<file path="src/rtl/nocpe_pkg.sv">
// Shared definitions for the nocpe1x2 row and its job sequencer.
//   DW / ACC_W   : operand and accumulator widths shared with the row
//   CNT_W        : default beat-counter width for the controller
//   DRAIN_CYCLES : cycles the row needs after the last beat before c0/c1 are final
//   state_t      : controller FSM encoding
package nocpe_pkg;

  localparam int unsigned DW           = 16;
  localparam int unsigned ACC_W        = 32;
  localparam int unsigned CNT_W        = 16;
  localparam int unsigned DRAIN_CYCLES = 3;

  typedef enum logic [2:0] {
    ST_IDLE  = 3'd0,
    ST_CLEAR = 3'd1,
    ST_RUN   = 3'd2,
    ST_DRAIN = 3'd3,
    ST_DONE  = 3'd4
  } state_t;

endpackage

</file>
<file path="src/rtl/nocpe_skew_pipe.sv">
// N-stage, DW-wide delay line with synchronous clear.
// Ports:
//   clk : clock, rising edge
//   clr : synchronous active-high clear of every stage
//   d   : data in
//   q   : data out, d delayed by N clocks
module nocpe_skew_pipe #(
  parameter int unsigned N  = 2,
  parameter int unsigned DW = nocpe_pkg::DW
) (
  input  logic          clk,
  input  logic          clr,
  input  logic [DW-1:0] d,
  output logic [DW-1:0] q
);

  import nocpe_pkg::*;

  logic [DW-1:0] stage [N];

  // Shift register; clr wins over shifting.
  always_ff @(posedge clk) begin
    if (clr) begin
      for (int i = 0; i < int'(N); i++) stage[i] <= '0;
    end else begin
      stage[0] <= d;
      for (int i = 1; i < int'(N); i++) stage[i] <= stage[i-1];
    end
  end

  assign q = stage[N-1];

endmodule

</file>
<file path="src/rtl/nocpe_row_ctrl.sv">
// Job sequencer for the 1x2 multiply-accumulate row (nocpe1x2).
// Accepts operand beats, clears the row before each job, skews a1 by one
// extra cycle to meet the row's internal b1 register, waits for the row to
// drain and returns c0/c1 plus the beat count over a valid/ready interface.
// Ports:
//   clk, rst                       : clock; synchronous active-low reset
//   in_valid/in_ready/in_last      : operand beat handshake, last-beat marker
//   in_a0, in_a1, in_b             : operands (PE0 = a0*b, PE1 = a1*b)
//   pe_clr, pe_a0, pe_a1, pe_b0    : to the row (pe_clr drives the row's rst)
//   pe_c0, pe_c1                   : accumulators from the row
//   out_valid/out_ready            : result handshake
//   out_c0, out_c1, out_beats      : captured results and beat count
//   stall_cnt                      : RUN cycles without in_valid
//                                    (only with NOCPE_CTRL_STALL_CNT_EN)
//   busy                           : high whenever not IDLE
module nocpe_row_ctrl #(
  parameter int unsigned DW    = nocpe_pkg::DW,
  parameter int unsigned ACC_W = nocpe_pkg::ACC_W,
  parameter int unsigned CNT_W = nocpe_pkg::CNT_W
) (
  input  logic             clk,
  input  logic             rst,
  input  logic             in_valid,
  output logic             in_ready,
  input  logic [DW-1:0]    in_a0,
  input  logic [DW-1:0]    in_a1,
  input  logic [DW-1:0]    in_b,
  input  logic             in_last,
  output logic             pe_clr,
  output logic [DW-1:0]    pe_a0,
  output logic [DW-1:0]    pe_a1,
  output logic [DW-1:0]    pe_b0,
  input  logic [ACC_W-1:0] pe_c0,
  input  logic [ACC_W-1:0] pe_c1,
  output logic             out_valid,
  input  logic             out_ready,
  output logic [ACC_W-1:0] out_c0,
  output logic [ACC_W-1:0] out_c1,
  output logic [CNT_W-1:0] out_beats,
`ifdef NOCPE_CTRL_STALL_CNT_EN
  output logic [CNT_W-1:0] stall_cnt,
`endif
  output logic             busy
);

  import nocpe_pkg::*;

  localparam int unsigned DRN_W = $clog2(DRAIN_CYCLES + 1);

  state_t           state;
  state_t           state_d;
  logic             accept;
  logic [DRN_W-1:0] drain_cnt;
  logic             drain_last;
  logic [CNT_W-1:0] beat_cnt;
  logic             capture;
  logic             in_ready_d;
  logic             busy_d;
  logic             pe_clr_d;
  logic             out_valid_d;
  logic             a1_clr;
  logic [DW-1:0]    a1_in;

  assign accept     = (state == ST_RUN) && in_valid;
  assign drain_last = (drain_cnt == DRN_W'(DRAIN_CYCLES - 1));

  // State register.
  always_ff @(posedge clk) begin
    if (!rst) state <= ST_IDLE;
    else      state <= state_d;
  end

  // Next-state logic.
  always_comb begin
    state_d = state;
    case (state)
      ST_IDLE:  if (in_valid)          state_d = ST_CLEAR;
      ST_CLEAR:                        state_d = ST_RUN;
      ST_RUN:   if (accept && in_last) state_d = ST_DRAIN;
      ST_DRAIN: if (drain_last)        state_d = ST_DONE;
      ST_DONE:  if (out_ready)         state_d = ST_IDLE;
      default:                         state_d = ST_IDLE;
    endcase
  end

  // Output decode from the upcoming state, so the flopped outputs line up
  // with the state they describe.
  always_comb begin
    in_ready_d  = (state_d == ST_RUN);
    busy_d      = (state_d != ST_IDLE);
    pe_clr_d    = (state_d == ST_CLEAR);
    out_valid_d = (state_d == ST_DONE);
    capture     = (state == ST_DRAIN) && drain_last;
  end

  // Control outputs, operand registers, counters and result capture.
  always_ff @(posedge clk) begin
    if (!rst) begin
      in_ready  <= 1'b0;
      busy      <= 1'b0;
      pe_clr    <= 1'b1;
      out_valid <= 1'b0;
      pe_a0     <= '0;
      pe_b0     <= '0;
      drain_cnt <= '0;
      beat_cnt  <= '0;
      out_c0    <= '0;
      out_c1    <= '0;
      out_beats <= '0;
    end else begin
      in_ready  <= in_ready_d;
      busy      <= busy_d;
      pe_clr    <= pe_clr_d;
      out_valid <= out_valid_d;
      // Idle slots feed zeros so the row adds a zero product.
      pe_a0     <= accept ? in_a0 : '0;
      pe_b0     <= accept ? in_b  : '0;
      drain_cnt <= ((state == ST_DRAIN) && !drain_last) ? drain_cnt + DRN_W'(1) : '0;
      if (state_d == ST_CLEAR)      beat_cnt <= '0;
      else if (accept && !(&beat_cnt)) beat_cnt <= beat_cnt + CNT_W'(1);
      if (capture) begin
        out_c0    <= pe_c0;
        out_c1    <= pe_c1;
        out_beats <= beat_cnt;
      end
    end
  end

`ifdef NOCPE_CTRL_STALL_CNT_EN
  // Saturating count of RUN cycles that had no beat offered.
  always_ff @(posedge clk) begin
    if (!rst)                                             stall_cnt <= '0;
    else if (state_d == ST_CLEAR)                         stall_cnt <= '0;
    else if ((state == ST_RUN) && !in_valid && !(&stall_cnt)) stall_cnt <= stall_cnt + CNT_W'(1);
  end
`endif

  // a1 needs one more cycle than a0 because b reaches PE1 a cycle late.
  assign a1_clr = !rst || (state_d == ST_CLEAR);
  assign a1_in  = accept ? in_a1 : '0;

  nocpe_skew_pipe #(
    .N  (2),
    .DW (DW)
  ) u_a1_skew (
    .clk (clk),
    .clr (a1_clr),
    .d   (a1_in),
    .q   (pe_a1)
  );

endmodule
</file>
<file path="config.mk">
export PLATFORM = sky130hd
export DESIGN_NAME = nocpe_row_ctrl
export DESIGN_NICKNAME = d
export VERILOG_FILES = /design/src/rtl/nocpe_pkg.sv /design/src/rtl/nocpe_skew_pipe.sv /design/src/rtl/nocpe_row_ctrl.sv
export SDC_FILE = /design/constraint.sdc
export NUM_CORES = 1
export LEC_CHECK = 0
export CORE_AREA = 2 2 142 144
export CTS_CLUSTER_SIZE = 20
export DETAILED_ROUTE_END_ITERATION = 8
export DIE_AREA = 0 0 144 146
export SYNTH_ARGS = -nofsm -noshare
export SYNTH_HDL_FRONTEND = slang
export SYNTH_SLANG_ARGS = --single-unit
</file>
<file path="constraint.sdc">
create_clock -name clk -period 2.6 [get_ports clk]
set_input_delay 0.65 -clock clk [delete_from_list [all_inputs] [get_ports clk]]
set_output_delay 0.65 -clock clk [all_outputs]
set_load 0.1 [all_outputs]
</file>
==> flow_metrics.tcl <==
set metrics [dict create \
    whs_ns 0.408 \
    synth-simple-area-share 0.241 \
    dpl-instance-area_um2 8090 \
    cts_tree "yes" \
    drt_iter0_drc 255 \
    final_nets 979 \
    vias 4990 \
    synth_fa_ha_area_frac 0.00434 \
    gp_congestion 0.768 \
    synth-seq-area-share 0.587 \
    drv_slew 0 \
    hold_viol 0 \
    cts.sinks 169 \
    drc 0 \
    cp.arrival_ns 2.44 \
    syn-num-nets 756 \
    antenna_found_initial 0 \
    die_width_um 144 \
    ant_nets 0 \
    final_cells 1138 \
    end_kind "register" \
    crit_path_top_delay_cell "clkdlybuf4s50_1" \
    drv_cap 0 \
    status "finished clean" \
    final.period_utilization 0.809 \
    die_h_um 146 \
    grt_usage 0.148 \
    die_area_um2 21000 \
    synth-xor-area-share 0 \
    ir_worst_vdd_mv 0.468 \
    synth_top_family_by_area "simple AND/OR/NAND/NOR gates" \
    grt_max_degree 73 \
    grt_pass1_wl_um 24500 \
    nFillCells 1922 \
    worst_pin_slew_ns 0.665 \
    final.min_clock_period_ns 2.10 \
    start_util 0.298 \
    crit_fanout 24 \
    grt_pass1_vias 4600 \
    hpwl_um 10900 \
    ys_ff_latch 169 \
    max_freq_ghz 0.475 \
    startpoint_type "input pin" \
    yosysWarnings 0 \
    first_pass_iters 4 \
    placed_cells 1106 \
    wl_per_cell_um 13.9 \
    port-buffer-count 248 \
    synth_edf_count 0 \
    power_density_nw_per_um2 639 \
    ys_top_cells_by_area "dfxtp_1 (59%), nand2_1 (11%), a21oi_1 (8.0%), and3_1 (5.4%), clkbuf_1 (2.5%)" \
    drive_gt1_frac 0.213 \
    htreeDepth 4 \
    syn-instance-count 637 \
    cts-buffers-inserted 17 \
    synth.top_cell.area_share 0.587 \
    setup_viol 0 \
    syn-mean-instance-area_um2 9.04 \
    rsz0062_at_grt "false" \
    overflow 0 \
    cts_root_buffer "clkbuf_16" \
    synth_area_leader_cell "dfxtp_1" \
    clockBufferDepth 2 \
    worst_ep_required_time_ns 2.94 \
    ioPinCount 249 \
    relSlewSlack 0.556 \
    clock_latency_ns 0.42 \
    synth_most_common_cell "nand2_1" \
    wirelength_um 15800 \
    syn_area_um2 5760 \
    clkTransAtPathRegs_ns 0.07 \
    antenna_cells 0 \
    rows 51 \
    fin_ws_ns 0.495 \
    utilization 0.450 \
    path_class "input pin to register" \
    hp-class "register to register" \
    pre_cts_slack_ns -0.268 \
    synth_mux_area_frac 0.00869 \
    yosys-top-cells-count "nand2_1 (172), dfxtp_1 (169), a21oi_1 (92)" \
    area_growth_pct 51.0 \
    synthFlopType "dfxtp_1" \
    leakage_nw 3.59 \
    ys_types 41 \
    crit_path_max_incr_delay_ns 0.43 \
    synth_compound_area_frac 0.106 \
    async_flop_share 0 \
    multi_input_area_um2 2090 \
    crit_chain "clkdlybuf4s50_1 -> nor4b_1 -> buf_4 -> nor2_4 -> inv_2 -> a2111o_1 -> o21ai_0" \
    viasPerCell 4.38 \
    skew_ns 0.00987 \
    stdcell_area_um2 8700 \
    seqCellArea_um2 3380 \
    core_area_um2 19300 \
]
power breakdown:
part	leakage, nW	switching (mW)	total [mW]	internal [mW]
clock	0.294	1.03	2.55	1.52
sequential	1.36	0.00839	2.62	2.61
combinational	1.93	0.191	0.388	0.197
per-stage QoR:
stage	power, mW	TNS (ns)
finish	5.56	0
global route	5.76	0
global placement	3.06	-0.488
CTS	5.64	0
detailed placement	3.06	-0.618
floorplan	2.84	0
cell type report:
class / instances / area share
clock buffer: 23 / 0.0561
clock inverter: 9 / 0.0129
inverter: 4 / 0.00173
multi-input combinational: 406 / 0.240
sequential: 169 / 0.389
tap: 265 / 0.0381
timing repair buffer: 262 / 0.262
cells in the final DEF, fill, tap and decap left out, types with 2 or more instances in the layout:
cell type | netlist | final
a2111o_1 | 2 | 2
a21oi_1 | 92 | 92
and2_1 | 20 | 20
and3_1 | 50 | 50
buf_12 | 0 | 2
buf_4 | 16 | 144
bufinv_16 | 0 | 2
clkbuf_1 | 38 | 2
clkbuf_16 | 0 | 17
clkbuf_8 | 0 | 4
clkdlybuf4s50_1 | 0 | 116
clkinv_2 | 0 | 2
clkinv_4 | 0 | 3
dfxtp_1 | 169 | 169
ha_1 | 2 | 2
inv_1 | 2 | 2
inv_2 | 2 | 2
mux2i_1 | 5 | 5
nand2_1 | 172 | 172
nand3_1 | 7 | 7
nand3b_1 | 2 | 2
nand4_1 | 4 | 4
nor2_1 | 11 | 10
nor2_4 | 0 | 2
nor4b_1 | 3 | 3
o21ai_0 | 5 | 5
o31a_1 | 2 | 2
o31ai_1 | 3 | 3
or3_1 | 7 | 7
or4_1 | 3 | 3
logic make-up (layout without fill, tap and decap cells):
group	Yosys count	after routing
buf+inv	62	298
simple gates	289	289
fa+ha+maj	2	2
compound gates	110	110
mux	5	5
flops	169	169
flip-flops by register name (all words and copies together) (netlist names), 2 cells and up:
| register | cells |
|---|---|
| beat_cnt | 16 |
| state | 3 |
| out_c0 | 32 |
| out_c1 | 32 |
| u_a1_skew.stage | 32 |
| pe_a0 | 16 |
| out_beats | 16 |
| pe_b0 | 16 |
| drain_cnt | 2 |
repair_timing:
item / CTS / global route
gates resized for setup: 0 / 1
setup buffers: 0 / 0
endpoints found under the setup margin: 0 / 1
hold buffers: 0 / 0
path summary, 6_finish.rpt:
| path | startpoint | end | slack (ns) | cells past startpoint |
|---|---|---|---|---|
| worst max-delay path | in_valid | beat_cnt[4]$_SDFFE_PP0P_ | 0.50 | 7 |
| worst min-delay path | drain_cnt[0]$_SDFF_PN0_ | drain_cnt[0]$_SDFF_PN0_ | 0.41 | 1 |
| worst max register to register | drain_cnt[0]$_SDFF_PN0_ | out_c1[18]$_SDFFE_PN0P_ | 0.69 | 7 |
| worst min register to register | drain_cnt[0]$_SDFF_PN0_ | drain_cnt[0]$_SDFF_PN0_ | 0.41 | 1 |
per-layer routing:
layer | wire length, µm | vias to the layer above | global-route usage
met5 | 0 | - | 0
met4 | 331 | 0 | 0.0569
met3 | 835 | 20 | 0.0438
met2 | 7680 | 122 | 0.240
met1 | 6930 | 2291 | 0.186
li1 | - | 2557 | -
critical path: cells and delay by family:
family	cells	cell delay [ns]
AO/OA/AOI/OAI	2	0.46
buffers and inverters	3	0.78
AND/OR/NAND/NOR	2	0.55
(Power assumes the default switching activity.)
==> RTL edit 1 (same settings) <==
The 5 states of `state_t` get a one-hot encoding in 5 bits.
--- a/src/rtl/nocpe_pkg.sv
+++ b/src/rtl/nocpe_pkg.sv
@@ -10,12 +10,12 @@
   localparam int unsigned CNT_W        = 16;
   localparam int unsigned DRAIN_CYCLES = 3;
 
-  typedef enum logic [2:0] {
-    ST_IDLE  = 3'd0,
-    ST_CLEAR = 3'd1,
-    ST_RUN   = 3'd2,
-    ST_DRAIN = 3'd3,
-    ST_DONE  = 3'd4
+  typedef enum logic [4:0] {
+    ST_IDLE  = 5'b00001,
+    ST_CLEAR = 5'b00010,
+    ST_RUN   = 5'b00100,
+    ST_DRAIN = 5'b01000,
+    ST_DONE  = 5'b10000
   } state_t;
 
 endpackage
Function: no difference found for any inputs over 10 cycles, from zero or initial values and one cycle with rst low; not proved beyond that.
==> RTL edit 1 against the original RTL <==
Maximum frequency up 5.4%; hold slack better by 3.3 ps; sequential cell count up 2; non-clock buffer count down 3; wire length up 2.4%; synthesized area up 3.1%; count of clock-buffer cells in the layout down 3; setup slack better by 110 ps; sequential share of layout area about the same; power down 2.9%; final area up 1.2%; largest power group unchanged.
==> RTL edit 1: results (changes against the original RTL) <==
| Metric | Value |
|---|---|
| Run status | `finished clean (unchanged)` |
| Xor and xnor area share after synthesis | `0.1475% (was 0%)` |
| Crit-path max FO | `9 (was 24)` |
| CTS Hold Bufs | `0 (unchanged)` |
| Number of global-route vias before repair | `4509 (was 4600)` |
| Compound-Gate Fraction of Synth Area | `11.08% (was 10.58%)` |
| Mux share of post-synthesis cell area | `0.3371% (was 0.8688%)` |
| DR pass1 iterations | `5 (was 4)` |
| Worst reg2reg path depth | `5 (was 7)` |
| Seq/Total Area, Yosys | `57.64% (was 58.73%)` |
| Net Switching | `0.001149 W (was 0.001229 W)` |
| CP arrival | `2340 ps (was 2440 ps)` |
| GP Congestion | `0.7640 (was 0.7677)` |
| CTS buffer count | `17 (unchanged)` |
| DRT Wirelength | `16150 um (was 15770 um)` |
| Nets@finish | `991 (was 979)` |
| Initial DRC Count | `268 (was 255)` |
| Synth top area cells | `dfxtp_1 58%, nand2_1 10%, a21oi_1 8.0% (was dfxtp_1 59%, nand2_1 11%, a21oi_1 8.0%)` |
| Post-CTS sizing | `0 (unchanged)` |
| Rel. slew slack | `38.67% (was 55.65%)` |
| Clk slew on worst S/H paths | `60 ps` |
| Initial antenna violation count | `0 (unchanged)` |
| Post-detail-place hpwl | `10940 um (about the same)` |
| Pin count of the biggest net entering global routing | `83 (was 73)` |
| Adder-Cell Fraction of Synth Area | `0.4213% (was 0.4344%)` |
| Worst hold path depth | `1 (unchanged)` |
| Worst VDD drop | `0.4453 mV (was 0.4677 mV)` |
| First-pass GRT wire length | `24740 um (was 24490 um)` |
| LEAKAGE | `3.605 nW (was 3.588 nW)` |
| Skew final | `9.786 ps (was 9.868 ps)` |
| Share of layout cells above drive strength 1 | `20.72% (was 21.31%)` |
| Global Route Usage Sum | `14.99% (was 14.83%)` |
| Commonest cells in the netlist | `171 x dfxtp_1, 166 x nand2_1, 95 x a21oi_1 (was 172 x nand2_1, 169 x dfxtp_1, 92 x a21oi_1)` |
| Fillers | `1851 (was 1922)` |
| Post-synth cell types | `49 (was 41)` |
| Global route overflow | `0 (unchanged)` |
| Avg Vias per Cell | `4.438 (was 4.385)` |
| Post-synth net total | `775 (was 756)` |
| N_diodes | `0 (unchanged)` |
==> RTL edit 1: cell count changes in the layout (fill, tap and decap cells not counted), sizes merged, moves of 4 or more <==
cell / before / now
nand2: 172 / 167
nor3: 1 / 6
o31ai: 3 / 7
nand3: 7 / 11
and4: 1 / 5
or4: 3 / 8
nor2: 12 / 8
or3: 7 / 2
==> RTL edit 1: cells by family after synthesis <==
logic type,count (synthesis)
multiplexers,2
AND/OR/NAND/NOR,294
AO/OA/AOI/OAI,119
adder cells (fa/ha/maj),2
XOR/XNOR,1
buffers and inverters,67
flip-flops,171
==> RTL edit 1: metal layers <==
metal  vias to the layer above  global-route usage, %  part of all wire [%]
met5                         -                      0                     0
met4                         0                  5.147                   1.6
met3                        16                  4.442                   5.6
met2                       132                  24.98                    50
met1                      2309                  18.36                    42
li1                       2638                      -                     -
==> RTL edit 1: final timing paths <==
path                start      endpoint  slack [ps]
min reg2reg  drain_cnt[0]  drain_cnt[0]         410
max              in_valid   beat_cnt[7]         600
min          drain_cnt[0]  drain_cnt[0]         410
max reg2reg      state[1]  out_beats[8]         680
==> RTL edit 1: power groups by stage <==
stage               Sequential, W  Clock, W  Combinational, W
floorplan                 0.00272         0         0.0000799
global placement          0.00270         0          0.000314
detailed placement        0.00270         0          0.000314
CTS                       0.00264   0.00254          0.000315
global route              0.00264   0.00264          0.000337
finish                    0.00264   0.00244          0.000313
==> RTL edit 1: worst max-delay path, cell delays in order <==
cell and delay (ps):
clkdlybuf4s50_1 490, and4bb_2 370, nand4_4 180, or4_1 500, a21oi_1 140
==> RTL edit 1: cell type report <==
type,instances,share of cell area [%]
Sequential cell,171,38.89
Timing Repair Buffer,259,25.81
Clock inverter,10,1.364
Clock buffer,20,5.074
Multi-Input combinational cell,418,24.89
Tap cell,265,3.766
Inverter,5,0.2132
==> RTL edit 1: metrics by stage <==
stage	worst slack (ps)	cell area, um^2	instances
final	602.5	8803	1148
after floorplan	823.4	5939	656
after detailed placement	192.9	8237	1118
after CTS	636.5	8803	1148
after global routing	489.5	8803	1148
after global placement	205.5	8237	1118
==> RTL edit 2 (config.mk and constraints unchanged) <==
Made on the original files. Add a define of `NOCPE_CTRL_STALL_CNT_EN`.
--- a/src/rtl/nocpe_row_ctrl.sv
+++ b/src/rtl/nocpe_row_ctrl.sv
@@ -13,6 +13,8 @@
 //   stall_cnt                      : RUN cycles without in_valid
 //                                    (only with NOCPE_CTRL_STALL_CNT_EN)
 //   busy                           : high whenever not IDLE
+`define NOCPE_CTRL_STALL_CNT_EN
+
 module nocpe_row_ctrl #(
   parameter int unsigned DW    = nocpe_pkg::DW,
   parameter int unsigned ACC_W = nocpe_pkg::ACC_W,
Check against the original RTL (old outputs only; new: stall_cnt): equivalent (Yosys induction, for registers that start in step).
==> RTL edit 2 against the original RTL <==
Die area unchanged; final area up 12%; setup slack worse by 180 ps; critical path type unchanged; sequential cell count up 16; wire length up 13%; non-clock buffer count up 27; maximum frequency down 7.7%; synthesized area up 14%; power up 6.9%; clock power up 5%.
==> RTL edit 2: results (changes against the original RTL) <==
| Metric | Value |
|---|---|
| First-pass GRT wire length | `28420 um (was 24490 um)` |
| Run status | `finished clean (unchanged)` |
| LEAKAGE | `3.877 nW (was 3.588 nW)` |
| Synth top area cells | `dfxtp_1 56%, nand2_1 9.7%, a21oi_1 8.1% (was dfxtp_1 59%, nand2_1 11%, a21oi_1 8.0%)` |
| Initial antenna violation count | `0 (unchanged)` |
| Yosys warning count | `0 (unchanged)` |
| Skew final | `8.040 ps (was 9.868 ps)` |
| Number of global-route vias before repair | `5439 (was 4600)` |
| Placed Instance Area | `0.009095 mm^2 (was 0.008093 mm^2)` |
| Routed via count | `5826 (was 4990)` |
| CP arrival | `2640 ps (was 2440 ps)` |
| Nets@finish | `1098 (was 979)` |
| Post-synth net total | `858 (was 756)` |
| Critical path startpoint | `in_valid (unchanged)` |
| Crit Reg-Reg Startpoint | `state[2] (was drain_cnt[0])` |
| Commonest cells in the netlist | `185 x dfxtp_1, 171 x nand2_1, 106 x a21oi_1 (was 172 x nand2_1, 169 x dfxtp_1, 92 x a21oi_1)` |
| Placed cell count | `1223 (was 1106)` |
| DRT Wirelength | `17790 um (was 15770 um)` |
| GP Congestion | `0.7482 (was 0.7677)` |
| Pin count of the biggest net entering global routing | `83 (was 73)` |
| Critical Path End | `stall_cnt[15] (was beat_cnt[4])` |
| Async set-reset flop share out of synthesis | `0% (unchanged)` |
| Worst VDD drop | `0.4653 mV (was 0.4677 mV)` |
| Global Route Usage Sum | `16.81% (was 14.83%)` |
| PortBufs | `264 (was 248)` |
| Worst-Margin Slew | `864.3 ps (was 665.3 ps)` |
| Crit-path max FO | `5 (was 24)` |
| Share of layout cells above drive strength 1 | `22.70% (was 21.31%)` |
| Non-Filler Instances | `1256 (was 1138)` |
| Post-detail-place hpwl | `12120 um (was 10940 um)` |
| Post-synth cell types | `43 (was 41)` |
| Worst-Skew Late Latency | `420 ps (about the same)` |
| N_diodes | `0 (unchanged)` |
| Root Driver | `clkbuf_16 (unchanged)` |
| Largest regs | `out_c0 (32), out_c1 (32), u_a1_skew.stage (32) (unchanged)` |
| Maximum buffer depth of the clock tree | `2 (unchanged)` |
| Seq/Total Area, Yosys | `56.23% (was 58.73%)` |
| Worst min-delay path class | `flop to flop (unchanged)` |
| H-tree levels | `4 (unchanged)` |
| Worst reg2reg path depth | `4 (was 7)` |
| Die ar. | `0.02102 mm^2 (unchanged)` |
| Syn Area/Cell | `8.925 um^2 (was 9.043 um^2)` |
| Initial DRC Count | `363 (was 255)` |
| Reg2reg setup slack | `390 ps (was 690 ps)` |
==> RTL edit 2: worst max-delay path: stages <==
cell and delay, ps:
dlymetal6s2s_1 180, or4b_4 610, or4_4 580, or4_1 480, a21oi_1 140
==> RTL edit 2: final cells by class <==
type                    instances  area [um^2]
inverters                       7        26.28
well taps                     265        331.6
fillers                      1838         9619
clock buffers                  18        429.2
multi-input cells             478         2527
flip-flops and latches        185         3707
clock inverters                14        181.4
repair buffers                289         2512
==> RTL edit 2: worst min path at each step <==
stage	slack, ps	depth (start not counted)	endpoint	startpoint
2_1_floorplan	390	1	drain_cnt[0]	drain_cnt[0]
3_3_place_gp	400	1	drain_cnt[0]	drain_cnt[0]
3_5_place_dp	400	1	drain_cnt[0]	drain_cnt[0]
4_1_cts	410	1	drain_cnt[0]	drain_cnt[0]
5_1_grt	440	1	u_a1_skew.stage[0][24]	u_a1_skew.stage[0][8]
6_report	410	1	drain_cnt[0]	drain_cnt[0]
==> RTL edit 2: routing by layer <==
metal	global-route usage (%)	vias up	wire length (um)
met3	5.660	26	1201
met2	27.43	176	8539
met4	5.735	0	323
li1	-	3000	-
met1	20.71	2624	7730
met5	0	-	0
==> RTL edit 2: timing repair <==
| action | in CTS | in global routing |
|---|---|---|
| gates resized for setup | 0 | 1 |
| hold buffers | 0 | 0 |
| hold endpoints to repair | 0 | 0 |
| buffers inserted | 0 | 1 |
| setup endpoints to repair | 0 | 1 |
==> RTL edit 2: per-stage QoR <==
stage / worst slack [ps] / setup TNS, ps
final: 318.7 / 0
after global routing: 268.7 / 0
after CTS: 65.34 / 0
after detailed placement: -395.1 / -5936
after global placement: -383.8 / -5584
after floorplan: 20.05 / 0
==> RTL edit 2: cells by family (layout without fill, tap and decap cells) <==
kind of cell             count (synthesis)  count (layout)  share of synthesized area [%]
AND/OR/NAND/NOR                        333             333                          25.59
adder cells (fa/ha/maj)                  3               3                         0.5700
flip-flops                             185             185                          56.23
AO/OA/AOI/OAI                          142             142                          12.01
buffers and inverters                   75             328                          5.604
==> RTL edit 2: report_power, final <==
part	internal, W	total, W	leakage [nW]	switching [W]
sequential	0.00285	0.00286	1.49	0.00000761
combinational	0.000207	0.000414	2.08	0.000207
clock	0.00147	0.00267	0.301	0.00121
total	0.00452	0.00594	3.88	0.00142
